File: src/rtl/tiled_scanout_reader_if.sv
// tiled_scanout_reader_if: memory read request/response channel and pixel output stream.
interface tiled_scanout_reader_if #(
    parameter int unsigned ADDR_W = 32,
    parameter int unsigned PW     = 32
);
    logic              req_valid;
    logic              req_ready;
    logic [ADDR_W-1:0] req_addr;
    logic              rsp_valid;
    logic [PW-1:0]     rsp_data;
    logic              pix_valid;
    logic              pix_ready;
    logic [PW-1:0]     pix_data;
    logic              pix_sol;
    logic              pix_eol;
    logic              pix_eof;

    // Reader side: issues requests, consumes responses, sources pixels.
    modport master (
        output req_valid, req_addr,
        input  req_ready,
        input  rsp_valid, rsp_data,
        output pix_valid, pix_data, pix_sol, pix_eol, pix_eof,
        input  pix_ready
    );

    // Memory and display side.
    modport slave (
        input  req_valid, req_addr,
        output req_ready,
        output rsp_valid, rsp_data,
        input  pix_valid, pix_data, pix_sol, pix_eol, pix_eof,
        output pix_ready
    );
endinterface

File: src/rtl/tiled_scanout_reader.sv
// tiled_scanout_reader: walks a Morton-tiled framebuffer in raster order, one read
// per pixel, buffers in-order responses in a credit-limited FIFO and streams pixels
// with line/frame markers. Optional `SCANOUT_LINEAR_MODE_EN adds a linear layout.
module tiled_scanout_reader #(
    parameter int unsigned TILE_LOG2      = 3,
    parameter int unsigned DIM_LOG2       = 12,
    parameter int unsigned PIX_BYTES_LOG2 = 2,
    parameter int unsigned ADDR_W         = 32,
    parameter int unsigned FIFO_DEPTH     = 8
) (
    input  logic                            clk,
    input  logic                            rst_n,
    input  logic                            start,
    input  logic [ADDR_W-1:0]               base_addr,
    input  logic [DIM_LOG2-TILE_LOG2:0]     width_tiles,
    input  logic [DIM_LOG2-TILE_LOG2:0]     height_tiles,
`ifdef SCANOUT_LINEAR_MODE_EN
    input  logic                            linear_mode,
`endif
    output logic                            busy,
    output logic                            done,
    tiled_scanout_reader_if.master          bus
);
    localparam int unsigned PW     = 8 << PIX_BYTES_LOG2;
    localparam int unsigned TW     = DIM_LOG2 - TILE_LOG2;
    localparam int unsigned OFF_W  = 2 * DIM_LOG2;
    localparam int unsigned BOFF_W = OFF_W + PIX_BYTES_LOG2;
    localparam int unsigned PTR_W  = $clog2(FIFO_DEPTH);
    localparam int unsigned CNT_W  = PTR_W + 1;

    typedef enum logic [1:0] {S_IDLE, S_ISSUE, S_DRAIN, S_FIN} state_t;

    state_t              state;
    logic [ADDR_W-1:0]   base_q;
    logic [DIM_LOG2-1:0] w_last, h_last;
    logic [DIM_LOG2-1:0] x, y, ox, oy;
    logic [CNT_W-1:0]    outstanding, fifo_count;
    logic [PTR_W-1:0]    wr_ptr, rd_ptr;
    logic [PW-1:0]       mem [FIFO_DEPTH];

    logic [DIM_LOG2:0]   w_pix, h_pix;
    logic [CNT_W:0]      in_flight;
    logic                zero_dim, req_hs, pix_hs, fifo_nempty;
    logic                x_last, last_req, last_pix;
    logic [TW-1:0]       tx, ty;
    logic [2*TW-1:0]     morton;
    logic [OFF_W-1:0]    tile_off, pix_off;

    assign w_pix       = {width_tiles, {TILE_LOG2{1'b0}}};
    assign h_pix       = {height_tiles, {TILE_LOG2{1'b0}}};
    assign zero_dim    = (width_tiles == '0) || (height_tiles == '0);
    assign req_hs      = bus.req_valid && bus.req_ready;
    assign fifo_nempty = (fifo_count != '0);
    assign pix_hs      = fifo_nempty && bus.pix_ready;
    assign x_last      = (x == w_last);
    assign last_req    = x_last && (y == h_last);
    assign last_pix    = (ox == w_last) && (oy == h_last);

    // Credit: never have more reads in flight than free FIFO slots.
    assign in_flight     = {1'b0, outstanding} + {1'b0, fifo_count};
    assign bus.req_valid = (state == S_ISSUE) && (in_flight < (CNT_W+1)'(FIFO_DEPTH));

    // Morton tile index: tx on even bits, ty on odd bits.
    assign tx = x[DIM_LOG2-1:TILE_LOG2];
    assign ty = y[DIM_LOG2-1:TILE_LOG2];
    always_comb begin
        morton = '0;
        for (int unsigned i = 0; i < TW; i++) begin
            morton[2*i]   = tx[i];
            morton[2*i+1] = ty[i];
        end
    end
    assign tile_off = {morton, y[TILE_LOG2-1:0], x[TILE_LOG2-1:0]};

`ifdef SCANOUT_LINEAR_MODE_EN
    logic             linear_q;
    logic [OFF_W-1:0] row_base;

    // Running y*W so the linear layout needs no per-pixel multiply.
    always_ff @(posedge clk) begin
        if (!rst_n) begin
            linear_q <= 1'b0;
            row_base <= '0;
        end else if ((state == S_IDLE) && start) begin
            linear_q <= linear_mode;
            row_base <= '0;
        end else if ((state == S_ISSUE) && req_hs && x_last) begin
            row_base <= row_base + OFF_W'(w_last) + OFF_W'(1);
        end
    end

    assign pix_off = linear_q ? (row_base + OFF_W'(x)) : tile_off;
`else
    assign pix_off = tile_off;
`endif

    assign bus.req_addr = base_q + ADDR_W'(BOFF_W'(pix_off) << PIX_BYTES_LOG2);

    // Pixel stream: FIFO head plus markers, forced to zero when empty.
    assign bus.pix_valid = fifo_nempty;
    assign bus.pix_data  = fifo_nempty ? mem[rd_ptr] : '0;
    assign bus.pix_sol   = fifo_nempty && (ox == '0);
    assign bus.pix_eol   = fifo_nempty && (ox == w_last);
    assign bus.pix_eof   = fifo_nempty && last_pix;

    // Response storage; contents need no reset since the output is gated by occupancy.
    always_ff @(posedge clk) begin
        if (bus.rsp_valid) mem[wr_ptr] <= bus.rsp_data;
    end

    // FIFO pointers, occupancy and outstanding-read count.
    always_ff @(posedge clk) begin
        if (!rst_n) begin
            wr_ptr      <= '0;
            rd_ptr      <= '0;
            fifo_count  <= '0;
            outstanding <= '0;
        end else begin
            if (bus.rsp_valid) wr_ptr <= wr_ptr + PTR_W'(1);
            if (pix_hs)        rd_ptr <= rd_ptr + PTR_W'(1);
            case ({bus.rsp_valid, pix_hs})
                2'b10:   fifo_count <= fifo_count + CNT_W'(1);
                2'b01:   fifo_count <= fifo_count - CNT_W'(1);
                default: ;
            endcase
            case ({req_hs, bus.rsp_valid})
                2'b10:   outstanding <= outstanding + CNT_W'(1);
                2'b01:   outstanding <= outstanding - CNT_W'(1);
                default: ;
            endcase
        end
    end

    // Output position counter driving the markers.
    always_ff @(posedge clk) begin
        if (!rst_n) begin
            ox <= '0;
            oy <= '0;
        end else if (pix_hs) begin
            if (ox == w_last) begin
                ox <= '0;
                oy <= (oy == h_last) ? '0 : oy + DIM_LOG2'(1);
            end else begin
                ox <= ox + DIM_LOG2'(1);
            end
        end
    end

    // Frame control FSM with request walk and registered busy/done.
    always_ff @(posedge clk) begin
        if (!rst_n) begin
            state  <= S_IDLE;
            base_q <= '0;
            w_last <= '0;
            h_last <= '0;
            x      <= '0;
            y      <= '0;
            busy   <= 1'b0;
            done   <= 1'b0;
        end else begin
            done <= 1'b0;
            case (state)
                S_IDLE: begin
                    if (start) begin
                        base_q <= base_addr;
                        w_last <= DIM_LOG2'(w_pix - (DIM_LOG2+1)'(1));
                        h_last <= DIM_LOG2'(h_pix - (DIM_LOG2+1)'(1));
                        x      <= '0;
                        y      <= '0;
                        if (zero_dim) begin
                            state <= S_FIN;
                        end else begin
                            state <= S_ISSUE;
                            busy  <= 1'b1;
                        end
                    end
                end
                S_ISSUE: begin
                    if (req_hs) begin
                        if (x_last) begin
                            x <= '0;
                            if (last_req) begin
                                y     <= '0;
                                state <= S_DRAIN;
                            end else begin
                                y <= y + DIM_LOG2'(1);
                            end
                        end else begin
                            x <= x + DIM_LOG2'(1);
                        end
                    end
                end
                S_DRAIN: begin
                    if (pix_hs && last_pix) begin
                        state <= S_FIN;
                        busy  <= 1'b0;
                    end
                end
                S_FIN: begin
                    done  <= 1'b1;
                    state <= S_IDLE;
                end
                default: state <= S_IDLE;
            endcase
        end
    end
endmodule

File: src/flat_wrapper.sv
// flat-port wrapper written by rule: the top's interface ports become plain ports
module tiled_scanout_reader_flat 
#(
    parameter int unsigned TILE_LOG2      = 3,
    parameter int unsigned DIM_LOG2       = 12,
    parameter int unsigned PIX_BYTES_LOG2 = 2,
    parameter int unsigned ADDR_W         = 32,
    parameter int unsigned FIFO_DEPTH     = 8
)
  (clk, rst_n, start, base_addr, width_tiles, height_tiles, busy, done, bus_req_valid, bus_req_addr, bus_req_ready, bus_rsp_valid, bus_rsp_data, bus_pix_valid, bus_pix_data, bus_pix_sol, bus_pix_eol, bus_pix_eof, bus_pix_ready);
  tiled_scanout_reader_if #(.ADDR_W(ADDR_W), .PW((32))) bus_i ();
  input  logic clk;
  input  logic rst_n;
  input  logic start;
  input  logic [ADDR_W-1:0] base_addr;
  input  logic [DIM_LOG2-TILE_LOG2:0] width_tiles;
  input  logic [DIM_LOG2-TILE_LOG2:0] height_tiles;
  output logic busy;
  output logic done;
  output wire logic [$bits(bus_i.req_valid)-1:0] bus_req_valid;
  output wire logic [$bits(bus_i.req_addr)-1:0] bus_req_addr;
  input wire logic [$bits(bus_i.req_ready)-1:0] bus_req_ready;
  input wire logic [$bits(bus_i.rsp_valid)-1:0] bus_rsp_valid;
  input wire logic [$bits(bus_i.rsp_data)-1:0] bus_rsp_data;
  output wire logic [$bits(bus_i.pix_valid)-1:0] bus_pix_valid;
  output wire logic [$bits(bus_i.pix_data)-1:0] bus_pix_data;
  output wire logic [$bits(bus_i.pix_sol)-1:0] bus_pix_sol;
  output wire logic [$bits(bus_i.pix_eol)-1:0] bus_pix_eol;
  output wire logic [$bits(bus_i.pix_eof)-1:0] bus_pix_eof;
  input wire logic [$bits(bus_i.pix_ready)-1:0] bus_pix_ready;
  assign bus_req_valid = bus_i.req_valid;
  assign bus_req_addr = bus_i.req_addr;
  assign bus_i.req_ready = bus_req_ready;
  assign bus_i.rsp_valid = bus_rsp_valid;
  assign bus_i.rsp_data = bus_rsp_data;
  assign bus_pix_valid = bus_i.pix_valid;
  assign bus_pix_data = bus_i.pix_data;
  assign bus_pix_sol = bus_i.pix_sol;
  assign bus_pix_eol = bus_i.pix_eol;
  assign bus_pix_eof = bus_i.pix_eof;
  assign bus_i.pix_ready = bus_pix_ready;
  tiled_scanout_reader #(.TILE_LOG2(TILE_LOG2), .DIM_LOG2(DIM_LOG2), .PIX_BYTES_LOG2(PIX_BYTES_LOG2), .ADDR_W(ADDR_W), .FIFO_DEPTH(FIFO_DEPTH)) u_core (.clk(clk), .rst_n(rst_n), .start(start), .base_addr(base_addr), .width_tiles(width_tiles), .height_tiles(height_tiles), .busy(busy), .done(done), .bus(bus_i));
endmodule
File: config.mk
export PLATFORM = sky130hd
export DESIGN_NAME = tiled_scanout_reader_flat
export DESIGN_NICKNAME = d
export VERILOG_FILES = /design/src/rtl/tiled_scanout_reader_if.sv /design/src/rtl/tiled_scanout_reader.sv /design/src/flat_wrapper.sv
export SDC_FILE = /design/constraint.sdc
export NUM_CORES = 1
export LEC_CHECK = 0
export ABC_AREA = 1
export CORE_ASPECT_RATIO = 1.25
export CORE_MARGIN = 2
export CORE_UTILIZATION = 52
export CTS_CLUSTER_DIAMETER = 50
export DETAILED_ROUTE_END_ITERATION = 10
export PLACE_DENSITY = 0.76
export SLEW_MARGIN = 20
export SYNTH_ARGS = -nofsm -noshare
export SYNTH_HDL_FRONTEND = slang
export SYNTH_SLANG_ARGS = --single-unit
File: constraint.sdc
create_clock -name clk -period 2.5 [get_ports clk]
set_input_delay 0.5 -clock clk [delete_from_list [all_inputs] [get_ports clk]]
set_output_delay 0.5 -clock clk [all_outputs]
set_load 0.05 [all_outputs]
==> metrics list, run 1 <==
- Critical path class: register to output port
- Vias in the first global route: 15678
* Top cell family by delay on the critical path: simple AND/OR/NAND/NOR gates
- Num CTS Buffers: 38
* Violation count after the first detailed-routing iteration: 2103
- Average footprint of a synthesized cell: 9.22 um2
- In this run the count of I/O pins placed on the die edge is 161.
* Leakage power: 10.1 nW
* Synth top cells by count: 398 x sky130_fd_sc_hd__nor2_1, 256 x sky130_fd_sc_hd__edfxtp_1, 251 x sky130_fd_sc_hd__nand2_1, 245 x sky130_fd_sc_hd__o21ai_0, 149 x sky130_fd_sc_hd__inv_1
* Final Cycle Share: 120%
* Data arrival, critical path: 2.50 ns
- After synthesis, the share of flip-flops with an asynchronous set or reset is 0%.
* Peak Freq: 333 MHz
- Number of sinks on the clock net: 376
- Synthesized net count: 2047
- For this run, the detailed router's first-pass iteration total came to 8.
- The region available for standard cell placement spans 33400 um2.
- In this run the tightest slew margin relative to its limit is 61.1%.
* Post-synth EDFFs: 256
- Clock latency of the later-clocked register in the worst-skew pair: 0.57 ns
- Number of buffers inserted for hold repair after clock tree synthesis: 0
- Dividing total power by cell area gives a power density of 1150 nW/um2.
- The routed design could run at a clock period as short as 3.00 ns.
- After detailed routing, the average wire length per cell comes to 24.5 um.
* Final hold viol count: 0
- Setup violations remaining at the end of the flow were counted as 58.
* Effective utilization at floorplan: 52.6%
* Highest ir drop seen on vdd: 0.674 mV
- The initial antenna violation count came to 4.
- On the final layout, the worst clock skew is 0.0337 ns.
* Half-perimeter wire length of the detailed placement result: 30.0 mm
* Crit end category: output port
- The detail route stage leaves a number of antenna-violating nets equal to 0.
- Core occupancy in the finished layout: 80.1%
* Maximum number of pins on one net before global-route repair: 42
- Counting cells, the worst reg-to-reg path comes to 15.
* Root buf cell: sky130_fd_sc_hd__clkbuf_16
- The flow ran to the end, but the final reports show violations.
- Sequential cells were found to cover 57.4% of the synthesized design area.
- For this run, design rule violations remaining after detail routing come to 0.
- Total standard cell area after synthesis: 17600 um2
* Final design instance area without fill: 26800 um2
* Post-synthesis instance total: 1907
- Top-count cell post-synth: sky130_fd_sc_hd__nor2_1
- Among all flip-flop cells after synthesis, the most frequent one is sky130_fd_sc_hd__edfxtp_1.
- The final-report max-slew violation count came to 0.
- Crit. path cell count: 13
- Fraction of layout cells with a size suffix above 1: 34.7%
* Clk pin slew, worst setup/hold paths: 0.06 ns
- In this run the number of H-tree levels came out at 2.
- Using the TritonRoute via totals, the vias-per-cell ratio works out to 6.18.
* Reg2Reg Setup Slack: 0.20 ns
- Total negative slack: -17.54 ns
- Violations in the final reports: setup timing
- Slowest library cell on the worst path: sky130_fd_sc_hd__dfxtp_2
* Cell breakdown of the critical path: ha_4 > nand2_4 > o21ai_4 > a21oi_4 > buf_6 > o21ai_4 > nand2_2 > nand2_4 > nand3_2 > nand2_1 > nand2_1 > nand2_2 > buf_12
* Clock tree from TritonCTS: built
- Yosys attributes the largest share of cell area to sky130_fd_sc_hd__edfxtp_1 44%, sky130_fd_sc_hd__dfxtp_1 14%, sky130_fd_sc_hd__nor2_1 8.5%.
- The netlist uses 46 different library cells.
- During placement, the flow inserted port buffers numbering 160.
* RSZ-0062 raised after global routing: true
* Worst-path fanout max: 4
- Total number of yosys warnings: 0
- Number of vias in the routed layout: 16742
- At the end of routability-driven placement, the weighted congestion stood at 0.930.
- Required @ worst endpoint: 2.00 ns
* FP Rows: 75
- DP Area: 21600 um2
- Across the run, the number of max-cap violations was 0.
* Top cell type by total area after synthesis: sky130_fd_sc_hd__edfxtp_1
* Min-Delay Path Depth: 3
- Signed area change from the synthesized netlist to the final layout: 52.2%
* Area of the die: 35300 um2
- Floorplan die width: 168 um
* Global-route wire length before repair: 85.5 mm
- Total global-route track usage: 31.1%
- The final layout contains 2396 nets.
- Die extent in y: 210 um
- Area fraction of the dominant cell type after synthesis: 43.7%
- Worst Tran Pin Value: 0.583 ns
* Worst setup slack after layout: -0.501 ns
- Setup crit start kind: register
- Flops & latches, synth: 376
* Total wirelength of the detailed-routed design: 66.5 mm
- The min-delay analysis places its worst path in the category input port to register.
* Buffers and inverters on the worst path: 2
* Number of buffers between clock root and the deepest sink: 3
* Overflow after GRT: 0
* Fin Hold WS: 0.393 ns
- The largest single stage delay on the critical path is 0.34 ns.
## report_power, final
part / switching, mW / total (mW) / internal (mW)
registers: 0.480 / 7.63 / 7.15
clock network: 2.59 / 5.84 / 3.24
logic: 9.51 / 17.3 / 7.84
## registers in the layout, indices dropped and copies added, names as in the netlist, 2 cells and up, named ones only
name	cells
u_core.ox	12
u_core.h_last	10
u_core.oy	12
u_core.mem	256
u_core.wr_ptr	3
u_core.fifo_count	4
u_core.rd_ptr	3
u_core.outstanding	4
u_core.base_q	32
u_core.y	12
u_core.state	2
u_core.w_last	9
u_core.x	12
## logic make-up (layout without fill, tap and decap cells)
group | count (synthesis) | in the layout | synth area share [%]
buffers and inverters | 231 | 610 | 5.06
other | 0 | 2 | 0
AND/OR/NAND/NOR | 768 | 768 | 17.9
AO/OA/AOI/OAI | 423 | 423 | 13.1
adder cells (fa/ha/maj) | 50 | 50 | 3.69
XOR/XNOR | 59 | 59 | 2.94
flip-flops | 376 | 376 | 57.4
## timing repair
item / 4_1_cts / 5_1_grt
cloned: 27 / 12
setup buffers: 34 / 36
pin swaps: 122 / 163
gates resized for setup: 409 / 346
endpoints found under the setup margin: 64 / 65
endpoints found under the hold margin: 0 / 0
## path summary, 6_finish.rpt
check              startpoint               endpoint
max          u_core.base_q[4]       bus_req_addr[29]
min                     rst_n            u_core.done
max reg2reg   u_core.state[1]  u_core.outstanding[3]
min reg2reg       u_core.busy            u_core.busy
## per-layer routing
layer	up-vias	part of all wire, %	track usage (%)
met3	366	9.6	4.24
met1	7944	34	37.0
met5	-	0.041	0
met2	1198	49	55.7
li1	7230	-	-
met4	4	7.3	14.9
## layout make-up
class	instances	area, um2
repair buffers	383	5310
multi-input cells	1300	8850
fillers	1767	6650
clock inverters	13	151
well taps	423	529
clock buffers	57	1080
diodes	2	5.00
inverters	157	619
flip-flops and latches	376	10200
## through the flow
| stage | worst slack, ns | power, mW | std cells |
|---|---|---|---|
| floorplan | -0.206 | 14.0 | 1907 |
| global placement | -0.102 | 18.8 | 2539 |
| detailed placement | -0.153 | 19.0 | 2539 |
| CTS | -0.411 | 27.8 | 2669 |
| global route | -0.567 | 31.6 | 2710 |
| finish | -0.501 | 30.8 | 2711 |
## worst min-delay path: stages
cell,delay (ns)
sky130_fd_sc_hd__buf_2,0.24
sky130_fd_sc_hd__nand2_1,0.11
sky130_fd_sc_hd__inv_1,0.04
## placed cells by master (no fill, tap or decap), types with 10 or more instances in the layout
cell type                         count
sky130_fd_sc_hd__buf_4              115
sky130_fd_sc_hd__o21ai_2             69
sky130_fd_sc_hd__o21ai_4             10
sky130_fd_sc_hd__xor2_1              21
sky130_fd_sc_hd__ha_1                23
sky130_fd_sc_hd__a31oi_1             12
sky130_fd_sc_hd__o21ai_0             87
sky130_fd_sc_hd__a21oi_2             19
sky130_fd_sc_hd__nand3_1             41
sky130_fd_sc_hd__dfxtp_4             16
sky130_fd_sc_hd__inv_1              136
sky130_fd_sc_hd__nand2_2             24
sky130_fd_sc_hd__a21oi_1             52
sky130_fd_sc_hd__nor2_4              45
sky130_fd_sc_hd__o21ai_1             84
sky130_fd_sc_hd__buf_16              24
sky130_fd_sc_hd__nand2_1            219
sky130_fd_sc_hd__o22ai_2             21
sky130_fd_sc_hd__nor3_1              16
sky130_fd_sc_hd__clkbuf_16           48
sky130_fd_sc_hd__clkdlybuf4s50_1     93
sky130_fd_sc_hd__dfxtp_2             48
sky130_fd_sc_hd__dfxtp_1             56
sky130_fd_sc_hd__o22ai_1             12
sky130_fd_sc_hd__buf_12              92
sky130_fd_sc_hd__nor2_1             302
sky130_fd_sc_hd__buf_8               10
sky130_fd_sc_hd__a31oi_4             11
sky130_fd_sc_hd__xnor2_1             16
sky130_fd_sc_hd__xor2_4              12
sky130_fd_sc_hd__ha_4                23
sky130_fd_sc_hd__nor2_2              54
sky130_fd_sc_hd__nand4_1             16
sky130_fd_sc_hd__inv_2               13
sky130_fd_sc_hd__clkbuf_1            14
sky130_fd_sc_hd__buf_6               30
sky130_fd_sc_hd__edfxtp_1           256
sky130_fd_sc_hd__a31oi_2             15
sky130_fd_sc_hd__nand2_4             10
No activity file was read; power rests on OpenSTA's default activity.
==> run 2: changes to the inputs <==
Settings changed: CAP_MARGIN set to 20, GPL_TIMING_DRIVEN set to 0.
==> run 2 against run 1 <==
Sequential power is essentially flat. Worst setup slack improved by 0.031 ns. Clock skew is 0.00092 ns lower. Largest cell class unchanged. The flow still finishes with violations (setup timing). Clock power fell by 3%. Combinational power down 25%. Sequential share of layout area is 3.7 points higher.
==> metrics list, run 2 (same netlist as run 1, synthesis figures left out) <==
- Die extent in y: 210 um
- Summing all multi-input logic gate instances after layout gives 8510 um2.
* Clock tree from TritonCTS: built
- In this run the deepest clock path goes through 3 buffers.
* Clk pin slew, worst setup/hold paths: 0.06 ns
- During I/O placement, the number of pins put on the boundary was 161.
- GP Congestion: 0.903
- Effective utilization at floorplan: 52.6%
- Areal power density over the cells: 1070 nW/um2
- The first routing iteration left 1772 violations.
* Nets: 2332
- Most used cells in the layout excluding fill and tap cells: 341 x sky130_fd_sc_hd__nor2_1, 256 x sky130_fd_sc_hd__edfxtp_1, 216 x sky130_fd_sc_hd__nand2_1
- The largest registers in the layout are u_core.mem x256, u_core.base_q x32.
- The routed layout has 15635 vias.
- The count of endpoints failing hold in the final timing report came to 0.
* Clock latency of the later-clocked register in the worst-skew pair: 0.56 ns
- Global-route wire length before repair: 82.8 mm
- The worst path in the final design needs a cycle of 2.97 ns, including I/O delays and setup.
- Overflow after GRT: 0
- Worst-path fanout max: 4
* Peak Freq: 337 MHz
- FP Rows: 75
* Area of all sequential standard cells: 10200 um2
- Vias in the first global route: 15291
* Number of search-and-repair iterations in the first detailed-routing pass: 6
* Violations in the final reports: setup timing
* Detail-routed via count per cell: 5.91
* Critical path class: register to output port
- Highest cell delay on the worst timing path: 0.42 ns
* Worst setup slack after placement: -1.06 ns
- The tightest min-delay check is of the register to register type.
- The number of clock buffers added by TritonCTS is 39.
- Summed over all nets, the half-perimeter wirelength after detailed placement is 34.1 mm.
* Cell breakdown of the critical path: ha_4 > fa_2 > nand3_2 > nand2_2 > a21o_1 > a21oi_2 > xnor2_2 > buf_6
* Post-detailed-route count of antenna-violating nets: 0
* Floorplan die width: 168 um
- Final Cycle Share: 119%
- Slowest library cell on the worst path: sky130_fd_sc_hd__fa_2
* Number of buffer cells added on primary ports: 160
- IR analysis of the VDD net gives a maximum drop of 0.625 mV.
- Across the run, the number of max-cap violations was 0.
- After detailed routing, the average wire length per cell comes to 21.9 um.
- Leakage power: 9.19 nW
* Worst Tran Pin Value: 0.754 ns
* Area of the die: 35300 um2
* Clk_skew: 0.0328 ns
- The register with the most flip-flops in the layout has 256 of them.
- Counting flops per register, the top entry is u_core.mem.
- In the routed design, unresolved DRC markers number 0.
* Required @ worst endpoint: 2.00 ns
- Antenna violations before repair: 0
- STA classifies the critical path endpoint as an output port.
* DP Area: 20200 um2
- The H-tree generated during clock tree synthesis spans 2 levels.
- After clock tree synthesis, the flow added hold-fix buffers numbering 0.
- Setup repair after global routing could not meet its margin everywhere.
* Tightest slew margin relative to the limit: 49.3%
- Of the cells placed in the final design, the portion with a size suffix greater than 1 is 29.5%.
- Fill cells in the final layout number 2236.
- Result of the run: finished with violations
- Worst setup slack after layout: -0.470 ns
* Endpoints failing setup: 59
- Total global-route track usage: 30.4%
- The final-report max-slew violation count is 0.
* Root buf cell: sky130_fd_sc_hd__clkbuf_16
- Core occupancy in the finished layout: 73.2%
- From synthesis to final layout, the design area changed by 39.1%.
* Maximum number of pins on one net before global-route repair: 22
* Final design instance area without fill: 24500 um2
- Data arrival, critical path: 2.47 ns
- Wires add up to 57.8 mm.
* Standard cell core area: 33400 um2
- Number of sinks on the clock net: 376
* Setup crit start kind: register
- Most common cell after layout, fill and taps aside: sky130_fd_sc_hd__nor2_1
-- run 2: path summary, 6_finish.rpt --
path / from / slack (ns) / depth (start not counted) / to
max: u_core.x[0] / -0.47 / 8 / bus_req_addr[18]
min: u_core.busy / 0.46 / 2 / u_core.busy
max reg2reg: u_core.fifo_count[2] / 0.15 / 14 / u_core.fifo_count[3]
min reg2reg: u_core.busy / 0.46 / 2 / u_core.busy
-- run 2: final cells by class --
class | count | share of cell area [%]
buffer | 70 | 2.88
multi-input combinational | 1301 | 34.8
antenna | 1 | 0.0102
clock buffer | 52 | 4.35
sequential | 376 | 41.8
timing repair buffer | 247 | 10.9
inverter | 157 | 2.50
clock inverter | 17 | 0.619
tap | 423 | 2.16
-- run 2: timing repair --
| item | in CTS | in global routing |
|---|---|---|
| setup buffers | 44 | 29 |
| setup endpoints to repair | 69 | 72 |
| pin swaps | 98 | 120 |
| gates resized for setup | 928 | 252 |
| cloned | 9 | 3 |
| endpoints found under the hold margin | 0 | 0 |
-- run 2: power by group --
group / switching [mW] / internal (mW) / total (mW)
logic: 8.10 / 4.83 / 12.9
clock network: 2.54 / 3.13 / 5.68
registers: 0.493 / 7.12 / 7.62
total: 11.1 / 15.1 / 26.2
-- run 2: per-stage QoR --
stage	setup TNS (ns)	power [mW]	std cells	hold slack (ns)
3_5_place_dp	-61.48	17.2	2498	0.452
2_1_floorplan	-0.584	14.0	1907	0.448
4_1_cts	-12.12	24.9	2617	0.464
5_1_grt	-17.44	27.1	2643	0.496
3_3_place_gp	-389.73	17.0	2490	0.441
6_report	-14.33	26.2	2644	0.457
-- run 2: worst max-delay path, delay by kind of cell (launching register included) --
kind                     cells  cell delay, ns
buffers and inverters        1            0.18
AND/OR/NAND/NOR              2            0.20
flip-flops                   1            0.35
AO/OA/AOI/OAI                2            0.43
adder cells (fa/ha/maj)      2            0.58
XOR/XNOR                     1            0.15
-- run 2: layer usage --
metal  vias to the layer above  wire, um  global-route usage (%)
met1                      7452     20600                    34.9
met2                       855     29800                    54.7
li1                       7111         -                       -
met3                       217      4380                    4.62
met4                         0      3050                    15.8
met5                         -         0                       0
==> run 3: changes to the inputs <==
Settings changed: HOLD_SLACK_MARGIN set to 0.05.
==> results of run 3 <==
Final layout, timing and power as in run 2 (identical DEF).
